==> src/rtl/uart_rx_ctrl.sv <==
// UART receive controller: oversampled start/data/stop framing with a
// valid/ready output holding register and framing/overrun flags.
// Ports:
//   clk, rst_n    - clock, async active-low reset
//   rx            - serial line (async, idle high)
//   baud_tick     - OVERSAMPLE x bit-rate strobe
//   count_en      - baud generator enable (high outside IDLE)
//   rx_data       - last delivered byte
//   rx_valid      - rx_data not yet consumed
//   rx_ready      - consumer accepts rx_data
//   framing_err   - pulse: stop bit sampled low
//   overrun       - pulse: completed byte dropped
//   parity_err    - pulse: even parity mismatch (UART_RX_PARITY_EN only)
//   busy          - controller outside IDLE
// Optional: define UART_RX_PARITY_EN to add one even-parity bit per frame.
module uart_rx_ctrl #(
  parameter int OVERSAMPLE = 16,
  parameter int DATA_BITS  = 8
) (
  input  logic                 clk,
  input  logic                 rst_n,
  input  logic                 rx,
  input  logic                 baud_tick,
  output logic                 count_en,
  output logic [DATA_BITS-1:0] rx_data,
  output logic                 rx_valid,
  input  logic                 rx_ready,
  output logic                 framing_err,
  output logic                 overrun,
`ifdef UART_RX_PARITY_EN
  output logic                 parity_err,
`endif
  output logic                 busy
);

  localparam int TW = $clog2(OVERSAMPLE);
  localparam int BW = $clog2(DATA_BITS);
  localparam logic [TW-1:0] T_HALF = TW'(OVERSAMPLE/2 - 1);
  localparam logic [TW-1:0] T_LAST = TW'(OVERSAMPLE - 1);
  localparam logic [BW-1:0] B_LAST = BW'(DATA_BITS - 1);

`ifdef UART_RX_PARITY_EN
  typedef enum logic [2:0] {
    IDLE, START, DATA, PARITY, STOP
  } state_t;
`else
  typedef enum logic [2:0] {
    IDLE, START, DATA, STOP
  } state_t;
`endif

  state_t state, nxt;

  logic                 rx_m, rx_s;
  logic [TW-1:0]        tick_cnt;
  logic [BW-1:0]        bit_cnt;
  logic [DATA_BITS-1:0] shift;
  logic                 brk;
  logic                 par_ok;
  logic                 mid_hit, end_hit;
  logic                 stop_evt, deliver;

  always_ff @(posedge clk or negedge rst_n) begin
    if (!rst_n) begin
      rx_m <= 1'b1;
      rx_s <= 1'b1;
    end else begin
      rx_m <= rx;
      rx_s <= rx_m;
    end
  end

  assign mid_hit  = baud_tick && (tick_cnt == T_HALF);
  assign end_hit  = baud_tick && (tick_cnt == T_LAST);
  assign stop_evt = (state == STOP) && end_hit;
  assign deliver  = stop_evt && rx_s && par_ok;

  always_ff @(posedge clk or negedge rst_n) begin
    if (!rst_n) state <= IDLE;
    else        state <= nxt;
  end

  always_comb begin
    nxt = state;
    unique case (state)
      IDLE: begin
        // brk blocks re-arming on a line still low after a framing error
        if (!rx_s && !brk) nxt = START;
      end
      START: begin
        if (mid_hit) nxt = rx_s ? IDLE : DATA;
      end
      DATA: begin
        if (end_hit && bit_cnt == B_LAST)
`ifdef UART_RX_PARITY_EN
          nxt = PARITY;
`else
          nxt = STOP;
`endif
      end
`ifdef UART_RX_PARITY_EN
      PARITY: begin
        if (end_hit) nxt = STOP;
      end
`endif
      STOP: begin
        if (end_hit) nxt = IDLE;
      end
      default: nxt = IDLE;
    endcase
  end

  always_comb begin
    count_en = 1'b0;
    busy     = 1'b0;
    if (state != IDLE) begin
      count_en = 1'b1;
      busy     = 1'b1;
    end
  end

  always_ff @(posedge clk or negedge rst_n) begin
    if (!rst_n) begin
      tick_cnt <= '0;
      bit_cnt  <= '0;
      shift    <= '0;
    end else begin
      unique case (state)
        IDLE: begin
          tick_cnt <= '0;
          bit_cnt  <= '0;
        end
        START: begin
          if (mid_hit)        tick_cnt <= '0;
          else if (baud_tick) tick_cnt <= tick_cnt + 1'b1;
        end
        default: begin
          if (end_hit)        tick_cnt <= '0;
          else if (baud_tick) tick_cnt <= tick_cnt + 1'b1;
          if (state == DATA && end_hit) begin
            // LSB arrives first, so it ends up at bit 0
            shift   <= {rx_s, shift[DATA_BITS-1:1]};
            bit_cnt <= bit_cnt + 1'b1;
          end
        end
      endcase
    end
  end

`ifdef UART_RX_PARITY_EN
  always_ff @(posedge clk or negedge rst_n) begin
    if (!rst_n) begin
      par_ok     <= 1'b1;
      parity_err <= 1'b0;
    end else begin
      parity_err <= stop_evt && !par_ok;
      if (state == PARITY && end_hit)
        par_ok <= (rx_s == ^shift);
    end
  end
`else
  assign par_ok = 1'b1;
`endif

  always_ff @(posedge clk or negedge rst_n) begin
    if (!rst_n) begin
      rx_data     <= '0;
      rx_valid    <= 1'b0;
      framing_err <= 1'b0;
      overrun     <= 1'b0;
      brk         <= 1'b0;
    end else begin
      framing_err <= stop_evt && !rx_s;
      overrun     <= 1'b0;
      if (stop_evt && !rx_s) brk <= 1'b1;
      else if (rx_s)         brk <= 1'b0;
      if (deliver) begin
        if (!rx_valid || rx_ready) begin
          rx_data  <= shift;
          rx_valid <= 1'b1;
        end else begin
          overrun <= 1'b1;
        end
      end else if (rx_valid && rx_ready) begin
        rx_valid <= 1'b0;
      end
    end
  end

endmodule

==> config.mk <==
export PLATFORM = sky130hd
export DESIGN_NAME = uart_rx_ctrl
export DESIGN_NICKNAME = d
export VERILOG_FILES = /design/src/rtl/uart_rx_ctrl.sv
export SDC_FILE = /design/constraint.sdc
export NUM_CORES = 1
export LEC_CHECK = 0
export BUFFER_PORTS_ARGS = -buffer_cell sky130_fd_sc_hd__buf_2
export CORE_MARGIN = 4
export CORE_UTILIZATION = 53
export CTS_CLUSTER_SIZE = 24
export DETAILED_ROUTE_END_ITERATION = 7
export GPL_ROUTABILITY_DRIVEN = 1
export PLACE_DENSITY_LB_ADDON = 0.08
export SYNTH_ARGS = -nofsm -noshare
export SYNTH_HDL_FRONTEND = slang
export SYNTH_SLANG_ARGS = --single-unit
==> constraint.sdc <==
create_clock -name clk -period 3 [get_ports clk]
set_input_delay 0.15 -clock clk [delete_from_list [all_inputs] [get_ports clk]]
set_output_delay 0.15 -clock clk [all_outputs]
set_load 0.01 [all_outputs]
### After elaboration in Yosys (flattened, before gate mapping)

Cells that the tools add are included.

* shift operators: 0
* reduce and logical (&&, ||, !) cells: 24
* multiplexer cells: 20
* bitwise logic cells: 2
* order comparisons: 0
* add/sub/neg operators: 2
* multipliers: 0
* divide/modulo/power cells: 0
* equality and inequality tests: 11

Operators by type and width (count)
* $mux 3: 5
* $mux 4: 3
* $pmux 3 s4: 1
* $logic_and 1x1->1: 9
* $mux 1: 8
* $ne 2x2->1 const B: 4
* $pmux 4 s2: 1
* $reduce_and 2->1: 4
* $eq 3x2->1 const B: 2
* $pmux 3 s2: 1
* $reduce_bool 2->1: 3
* $add 4x1->4 const B: 1
* $eq 4x3->1 const B: 1
* $eq 4x4->1 const B: 1
* $reduce_and 4->1: 1
* $add 3x1->3 const B: 1
* $eq 3x1->1 const B: 1
* $eq 3x3->1 const B: 1
* $logic_not 1->1: 3
* $logic_not 3->1: 1
* $reduce_bool 3->1: 1
* $mux 2: 1
* $ne 2x1->1 const B: 1
* $not 1->1: 2
* other kinds (2): 2

* latch bits: 0
* RAM bits: 0
* output and inout bits: 13
* bits of input ports: 5
* memories: 0
* logic and storage cells: 70
* memory bits (read-only): 0
* register bits after elaboration: 32

### Depth between registers and ports, before layout

Gate-level depths: netlist (run 1).

* depth after elaboration: 6
* gate-level depth with buffers: 5
* depth with buffers taken out: 5

### Least setup slack after synthesis (run 1)

OpenSTA, ideal clock, no wires.

* path kind: reg-to-reg
* start: register tick_cnt[0]
* end: register rx_data[0]
* path slack: 1.366 ns
* clock period less this slack: 1.634 ns
* buffers on the path: 0
* library setup time: 0.125 ns
* stages on the path, launching flop included: 5
* arrival time: 1.509 ns
* required time: 2.875 ns
* cell sequence: dfrtp_1 > ha_1 > nand4_4 > nor3b_4 > mux2_2

* cells in the longest elaborated chain, start to end: 5

Ends and longest elaborated chain
* from (decl): line 55 `logic [TW-1:0] tick_cnt;`
* from (signal assigned): line 135 `else if (baud_tick) tick_cnt <= tick_cnt + 1'b1;`
* from (signal assigned): line 139 `else if (baud_tick) tick_cnt <= tick_cnt + 1'b1;`
* $eq 4x4->1: line 74 `assign end_hit = baud_tick && (tick_cnt == T_LAST);`
* $logic_and 1x1->1: line 74
* $logic_and 1x1->1: line 75 `assign stop_evt = (state == STOP) && end_hit;`
* $logic_and 1x1->1: line 76 `assign deliver = stop_evt && rx_s && par_ok;`
* $reduce_and 2->1 (no source line)
* to (signal assigned): line 179 `rx_data <= shift;`
* to (decl): line 25 `output logic [DATA_BITS-1:0] rx_data,`

Every way passes these cells.
A chain may end at the register's enable or synchronous reset.

### Worst setup path in the final report (run 1)

* start: register tick_cnt[0]
* end: register rx_data[5]

The elaborated chain is that of the path after synthesis.

==> impl_metrics.yaml, run 1 <==
cells_and_area:
  multi_input_area_sq_um: 530.5
  area_growth_pct: 14.98
  diodes: 0
  nets: 133
  fill_cells: 184
  layout-drive-gt1-share_pct: 39.68
  regArea_sq_um: 778.2
global_route:
  grt_max_degree: 32
  grt_pass1_wl_microns: 4043
  grt-ovfl-total: 0
  grt_pass1_vias: 908
  antenna_found_initial: 0
  grt.total_usage_pct: 16.00
synth:
  yosysWarnings: 0
  async_flop_share_pct: 100.0
  yosysTopAreaCellShare_pct: 53.95
  ys_ff_latch: 31
  syn_nets: 112
  synth.top_cells.by_area: "dfrtp_1 (54%), mux2_2 (13%), dfstp_2 (3.9%), ha_1 (2.8%), nand3_1 (2.6%)"
  synthDistinctLibCells: 30
  syn_area_per_cell_sq_um: 12.93
  synth_common_cells: "dfrtp_1 (29), mux2_2 (16), nand3_1 (7)"
  synthCells: 104
  yosysSeqAreaShare_pct: 57.86
  ys.flop_type: "dfrtp_1"
  synth_area_sq_mm: 0.001345
  synth-edff-count: 0
  synth_most_common_cell: "dfrtp_1"
  synth.largest_area_cell: "dfrtp_1"
clocking:
  clockRootBuffer: "clkbuf_4"
  cts_max_level: 2
  cts_tree: "done"
  clkTransAtPathRegs_ps: 90
  cts_resized: 0
  numClockSinks: 31
  clk_path_buf_depth: 2
  clock_latency_ps: 320
  numCtsBuffers: 5
place:
  post-dp-hpwl_microns: 1539
  port_buffers: 17
  gp_congestion: 0.8892
timing:
  drv_slew: 0
  max_freq_mhz: 556.3
  worstMarginPinSlew_ps: 658.3
  tns_ps: 0
  rsz0062_at_grt: "no"
  slew-limit-headroom_pct: 56.11
  setup_viol: 0
  post-route-period-util_pct: 59.92
  hold-worst-slack_ps: 117.0
  clock_skew_ps: 1.815
  finalHoldViolCount: 0
  period_minus_slack_ps: 1798
worst_setup_path:
  path_cells: "ha_1, nand4_4, nor3b_4, mux2_2"
  crit_fanout: 8
  startpoint_type: "flop"
  required_ps: 3210
  worstPathArrival_ps: 2010
  endpoint_kind: "flop"
  cp_slowest_cell: "nor3b_4"
  path_class: "flop to flop"
  critPathMaxStageDelay_ps: 450
routing:
  drt_iter0_drc: 8
  wl_microns: 2208
  first_pass_iters: 4
  antenna_left: 0
  drc: 0
  vias: 858
  route.detailed.wl_per_inst_microns: 14.34
  viasPerCell: 5.571
pwr:
  ir_drop_mv: 0.5179
  leakagePower_uw: 0.0007633
  cellPowerDensity_mw_per_mm2: 769.5
min_path:
  hp-class: "input port to flop"
floorplanning:
  dieHeight_microns: 58.38
  num_io_pins: 18
  fp.coreArea_sq_mm: 0.002318
  fp.dieW_microns: 58.38
  dieArea_sq_mm: 0.003408
  rows: 17
  initial_utilization_pct: 58.01
outcome:
  outcome: "complete, no violations"
flow_run:
  max_cap_viol_count: 0
[cells by family (layout without fill, tap and decap cells)]
family	after synthesis	count (layout)	share of synthesized area [%]
multiplexers	18	18	14.88
buffers and inverters	8	30	2.698
adder cells (fa/ha/maj)	3	3	2.791
XOR/XNOR	4	4	2.605
flip-flops	31	31	57.86
AO/OA/AOI/OAI	9	9	4.186
AND/OR/NAND/NOR	31	31	14.98
[final cells by class]
class	instances	share of cell area, %
Inverter	3	0.7282
Sequential cell	31	50.32
Multi-Input combinational cell	65	34.30
Timing Repair Buffer	19	6.796
Clock buffer	6	3.317
Tap cell	28	2.265
Clock inverter	2	2.265
[path summary, 6_finish.rpt]
check | start | to | slack [ps] | cells after the start
max | tick_cnt[0]$_DFF_PN0_ | rx_data[5]$_DFFE_PN0P_ | 1200 | 4
min | rx_ready | overrun$_DFF_PN0_ | 120 | 3
max reg2reg | tick_cnt[0]$_DFF_PN0_ | rx_data[5]$_DFFE_PN0P_ | 1200 | 4
min reg2reg | rx_m$_DFF_PN1_ | rx_s$_DFF_PN1_ | 370 | 0
max in group asynchronous | rst_n | brk$_DFFE_PN0P_ | 2190 | 2
min in group asynchronous | rst_n | rx_data[1]$_DFFE_PN0P_ | 380 | 2
[state kept, by name (all words and copies together), names as in the netlist]
name,cells
overrun,1
tick_cnt,4
rx_valid,1
state,2
shift,8
brk,1
bit_cnt,3
rx_s,1
rx_m,1
rx_data,8
framing_err,1
[power by group]
group / switching [uW] / internal, uW / leakage [uW]
Clock: 137 / 197 / 0.0000482
Sequential: 110 / 490 / 0.000398
Combinational: 132 / 123 / 0.000317
Total: 380 / 811 / 0.000763
[critical path: cells and delay by family (launching register included)]
family,cells,cell delay [ps]
and+or+nand+nor,2,630
muxes,1,390
DFF,1,400
adders and majority gates,1,280
[metal layers]
metal  vias up  part of all wire [%]  routed length, microns  track usage, %
met5         -                     0                       0               0
met4         0                   2.5                      55           8.940
met3         6                   4.5                      99           5.263
met2        16                    48                    1062           25.04
met1       423                    45                     991           19.40
li1        413                     -                       -               -
[stage by stage]
stage / area (sq um) / utilization [%] / setup slack, ps / std cells / total power, uW
after floorplan: 1345 / - / 1366 / 104 / 794.3
after global placement: 1440 / 62.12 / 1249 / 144 / 848.5
after detailed placement: 1440 / 62.12 / 1194 / 144 / 860.2
after CTS: 1546 / 66.70 / 1178 / 154 / 1201
after global routing: 1546 / 66.70 / 1101 / 154 / 1276
final: 1546 / 66.70 / 1202 / 154 / 1190
[what timing repair did]
action	4_1_cts	5_1_grt
buffers inserted	0	0
hold endpoints to repair	30	0
hold buffers	2	0
endpoints found under the setup margin	0	0
[layout by cell type, fill, tap and decap left out]
| cell | Yosys | final |
|---|---|---|
| and4_2 | 1 | 1 |
| dlygate4sd3_1 | 0 | 2 |
| xor2_1 | 3 | 3 |
| nor4_1 | 1 | 1 |
| or2_2 | 2 | 2 |
| buf_2 | 2 | 17 |
| a31oi_1 | 1 | 1 |
| o22ai_1 | 1 | 1 |
| nand3_1 | 7 | 7 |
| ha_1 | 3 | 3 |
| o21ai_0 | 3 | 3 |
| and3_2 | 1 | 1 |
| o31a_1 | 1 | 1 |
| clkinv_2 | 0 | 1 |
| nand2b_1 | 1 | 1 |
| clkbuf_8 | 0 | 1 |
| nor3b_4 | 1 | 1 |
| nor3_4 | 1 | 1 |
| clkbuf_4 | 0 | 5 |
| nand2_1 | 5 | 5 |
| xnor2_1 | 1 | 1 |
| dfstp_2 | 2 | 2 |
| dfrtp_1 | 29 | 29 |
| nand4_1 | 3 | 3 |
| a221o_1 | 1 | 1 |
| nand4_4 | 1 | 1 |
| nand3b_1 | 1 | 1 |
| nor2_1 | 6 | 6 |
| inv_1 | 3 | 3 |
| a21oi_1 | 2 | 2 |
| bufinv_16 | 0 | 1 |
| mux2_2 | 16 | 16 |
| mux2i_1 | 2 | 2 |
No activity file was read; power rests on OpenSTA's default activity.
==> inputs of run 2 (changes only) <==
- clock period: 3 -> 1.86 ns (I/O delays scaled with it)
==> impl_metrics.yaml, run 2 (synthesis gave the netlist of run 1 again) <==
place:
  port_buffers: 17
  dp_cells: 147
  post-dp-hpwl_microns: 1645
  gp_congestion: 0.8543
worst_setup_path:
  endpoint_kind: "flop"
  critPathBufInv: 1
  required_ps: 2070
  cp_top_family: "simple AND/OR/NAND/NOR gates"
  cp_slowest_cell: "dfrtp_1"
  worstPathArrival_ps: 1930
  startpoint_type: "flop"
  path_class: "flop to flop"
  crit_fanout: 8
  path_cells: "ha_1, nand4_4, nor3b_4, buf_12, mux2_2"
  critPathMaxStageDelay_ps: 380
routing:
  viasPerCell: 5.522
  wl_microns: 2321
  route.detailed.wl_per_inst_microns: 14.78
  drc: 0
  drt_iter0_drc: 12
  antenna_left: 0
  vias: 867
  first_pass_iters: 5
timing:
  hold-worst-slack_ps: 68.44
  slew-limit-headroom_pct: 55.96
  setup_viol: 0
  drv_slew: 0
  post-route-period-util_pct: 92.14
  period_minus_slack_ps: 1714
  max_freq_mhz: 583.5
  tns_ps: 0
  clock_skew_ps: 11.98
  rsz0062_at_grt: "no"
  finalHoldViolCount: 0
  worstMarginPinSlew_ps: 660.6
pwr:
  ir_drop_mv: 0.9114
  clkPwrFrac_pct: 23.5
  intPower_uw: 1240
  p_seq_share_pct: 50.8
  cellPowerDensity_mw_per_mm2: 1189
  leakagePower_uw: 0.0007715
  pwr-share-comb_pct: 25.7
  p_sw_uw: 619.6
  sw_frac_of_total_pct: 33.32
clocking:
  clockRootBuffer: "clkbuf_4"
  clkTransAtPathRegs_ps: 100
  numClockSinks: 31
  cts_max_level: 2
  clk_path_buf_depth: 2
  post-cts-setup-buffers: 0
  numCtsBuffers: 5
  clock_latency_ps: 330
  cts_tree: "done"
cells_and_area:
  reg_top3: "rx_data (8), shift (8), tick_cnt (4)"
  fill_cells: 170
  nets: 136
  fin_cells: 157
  area_growth_pct: 16.28
  diodes: 0
  layout-drive-gt1-share_pct: 40.31
  mostFrequentLayoutCells: "dfrtp_1 (29), buf_2 (17), mux2_2 (16)"
  final_common_cell: "dfrtp_1"
global_route:
  grt_util_met3_pct: 6.798
  grt.total_usage_pct: 16.19
  grt_pass1_vias: 869
  gr-usage-met2_pct: 24.08
  antenna_found_initial: 0
  busiest_layer: "met2"
  met1_usage_pct: 20.40
  grt-ovfl-total: 0
  grt_max_degree: 32
  grt_pass1_wl_microns: 4043
floorplanning:
  fp.coreArea_sq_mm: 0.002318
  fp.dieW_microns: 58.38
  rows: 17
  num_io_pins: 18
  dieHeight_microns: 58.38
  dieArea_sq_mm: 0.003408
  initial_utilization_pct: 58.01
outcome:
  outcome: "complete, no violations"
flow_run:
  max_cap_viol_count: 0
min_path:
  hp-class: "input port to flop"
[run 2: cell types whose count changed in the layout (fill, tap and decap cells not counted)]
cell	delta
buf_12	+1
buf_4	+2
bufinv_16	-1
clkbuf_1	+1
clkbuf_8	+1
clkinv_2	-1
[run 2: layer usage]
layer	share of wire [%]	wire [microns]	vias up
li1	-	-	415
met1	45	1037	410
met2	46	1062	33
met3	7.2	168	9
met4	2.3	53	0
met5	0	0	-
[run 2: worst min-delay path, cell delays in order]
cell,delay [ps]
buf_2,70
nand2b_1,140
nand2_1,60
[run 2: worst paths after layout]
path / endpoint / slack, ps / from / cells after the start
max: rx_data[3]$_DFFE_PN0P_ / 150 / tick_cnt[0]$_DFF_PN0_ / 5
min: rx_valid$_DFFE_PN0P_ / 70 / rx_ready / 3
max reg2reg: rx_data[3]$_DFFE_PN0P_ / 150 / tick_cnt[0]$_DFF_PN0_ / 5
min reg2reg: rx_s$_DFF_PN1_ / 360 / rx_m$_DFF_PN1_ / 0
max in group asynchronous: tick_cnt[0]$_DFF_PN0_ / 1100 / rst_n / 2
min in group asynchronous: rx_data[0]$_DFFE_PN0P_ / 320 / rst_n / 2
[run 2: repair_timing]
item / 4_1_cts / 5_1_grt
endpoints found under the hold margin: 30 / 0
hold buffers: 2 / 0
resized for setup: 0 / 0
[run 2: per-stage QoR]
| stage | instance area [sq um] | total power (uW) | setup WS, ps | utilization [%] |
|---|---|---|---|---|
| floorplan | 1345 | 1281 | 225.9 | - |
| global placement | 1475 | 1398 | 201.1 | 63.63 |
| detailed placement | 1475 | 1429 | 152.5 | 63.63 |
| CTS | 1564 | 1878 | 138.5 | 67.46 |
| global route | 1564 | 1990 | 20.23 | 67.46 |
| finish | 1564 | 1859 | 146.3 | 67.46 |
[run 2: layout make-up]
| cell class | count | area (sq um) | share of cell area, % |
|---|---|---|---|
| repair buffers | 22 | 140.1 | 8.960 |
| multi-input cells | 65 | 530.5 | 33.92 |
| flip-flops and latches | 31 | 778.2 | 49.76 |
| inverters | 3 | 11.26 | 0.7200 |
| clock buffers | 8 | 68.82 | 4.400 |
| well taps | 28 | 35.03 | 2.240 |
[run 2: power by group through the flow]
stage	logic, uW	registers [uW]	clock network, uW
5_1_grt	541	968	482
2_1_floorplan	392	889	0
4_1_cts	480	945	453
3_5_place_dp	475	954	0
3_3_place_gp	449	948	0
6_report	479	945	436
==> inputs of run 3 (changes only) <==
- CORE_MARGIN: 4 -> 2
==> impl_metrics.yaml, run 3 (synthesis gave the netlist of run 1 again) <==
outcome:
  outcome: "complete, no violations"
timing:
  period_minus_slack_ps: 1719
  clock_skew_ps: 9.395
  rsz0062_at_grt: "no"
  max_freq_mhz: 581.8
  drv_slew: 0
  post-route-period-util_pct: 92.41
  setup_viol: 0
  finalWorstSetupSlack_ps: 141.2
  tns_ps: 0
  slew-limit-headroom_pct: 56.17
  finalHoldViolCount: 0
  worstMarginPinSlew_ps: 657.5
cells_and_area:
  fin_cells: 160
  mostFrequentLayoutCells: "dfrtp_1 (29), buf_2 (17), mux2_2 (16)"
  reg_top3: "rx_data (8), shift (8), tick_cnt (4)"
  diodes: 0
  nets: 137
  area_growth_pct: 16.56
  layout-drive-gt1-share_pct: 40.00
  final_common_cell: "dfrtp_1"
clocking:
  numCtsBuffers: 5
  clockRootBuffer: "clkbuf_4"
  numClockSinks: 31
  cts_max_level: 2
  clock_latency_ps: 320
  post-cts-setup-buffers: 0
  ctsHoldBuffers: 2
  clkTransAtPathRegs_ps: 90
  cts_resized: 0
  cts_tree: "done"
  clk_path_buf_depth: 2
global_route:
  grt_pass1_vias: 797
  antenna_found_initial: 0
  grt_max_degree: 32
  grt-ovfl-total: 0
  grt_pass1_wl_microns: 3684
  grt.total_usage_pct: 18.38
worst_setup_path:
  worstPathArrival_ps: 1930
  r2r_cells: 5
  r2r-start: "tick_cnt[0]$_DFF_PN0_"
  startpoint: "tick_cnt[0]$_DFF_PN0_"
  required_ps: 2080
  endpoint_kind: "flop"
  startpoint_type: "flop"
  path_class: "flop to flop"
  crit_fanout: 8
  r2r_slack_ps: 140
floorplanning:
  rows: 18
  dieHeight_microns: 54.38
  initial_utilization_pct: 55.30
  dieArea_sq_mm: 0.002957
  fp.dieW_microns: 54.38
  fp.coreArea_sq_mm: 0.002432
  num_io_pins: 18
min_path:
  hp-start: "rx_ready"
  hold_depth: 3
  hp-class: "input port to flop"
place:
  gp_congestion: 0.7323
  post-dp-hpwl_microns: 1521
  pre_cts_ws_ps: 156.6
  port_buffers: 17
  dp_cells: 150
flow_run:
  max_cap_viol_count: 0
routing:
  route.detailed.wl_per_inst_microns: 13.85
  vias: 859
  wl_microns: 2216
  antenna_left: 0
  drc: 0
  drt_iter0_drc: 26
  viasPerCell: 5.369
  first_pass_iters: 4
pwr:
  cellPowerDensity_mw_per_mm2: 1134
  ir_drop_mv: 0.6991
  leakagePower_uw: 0.0007696
-- run 3: changes by cell type in the layout (fill, tap and decap cells not counted) --
| cell | previous run | this run |
|---|---|---|
| buf_12 | 1 | 2 |
| clkinv_2 | 0 | 1 |
| clkbuf_8 | 2 | 0 |
| clkbuf_1 | 1 | 2 |
-- run 3: worst max-delay path: stages (launching register included) --
cell and delay, ps:
dfrtp_1 390, ha_1 290, nand4_4 180, nor3b_4 260, buf_12 150, mux2_2 340
-- run 3: per-layer routing --
metal / global-route usage, % / vias to the layer above / part of all wire, %
met1: 24.73 / 414 / 46
met5: 0 / - / 0
met3: 8.197 / 4 / 5.9
li1: - / 421 / -
met4: 6.250 / 0 / 1.3
met2: 26.31 / 20 / 47
-- run 3: power by group --
group	total [uW]	internal [uW]	switching, uW
clock network	367	147	220
logic	479	226	253
registers	932	792	140
-- run 3: through the flow --
step | util [%] | hold WS (ps) | area [sq um] | power [uW]
global route | 64.45 | 88.96 | 1568 | 1920
detailed placement | 61.57 | 165.5 | 1498 | 1417
CTS | 64.45 | 68.75 | 1568 | 1793
finish | 64.45 | 67.71 | 1568 | 1778
floorplan | - | -202.6 | 1345 | 1281
global placement | 61.57 | 154.6 | 1498 | 1399
-- run 3: final cells by class --
| class | instances | area, sq um |
|---|---|---|
| clock buffer | 7 | 45.04 |
| multi-input combinational | 65 | 530.5 |
| timing repair buffer | 23 | 160.2 |
| clock inverter | 1 | 5.005 |
| tap | 30 | 37.54 |
| sequential | 31 | 778.2 |
| inverter | 3 | 11.26 |
| fill | 208 | 864.6 |
-- run 3: path summary, 6_finish.rpt --
kind,to
setup / recovery,rx_data[1]$_DFFE_PN0P_
hold / removal,overrun$_DFF_PN0_
setup reg to reg,rx_data[1]$_DFFE_PN0P_
hold reg to reg,rx_s$_DFF_PN1_
max in group asynchronous,brk$_DFFE_PN0P_
min in group asynchronous,bit_cnt[0]$_DFFE_PN0P_
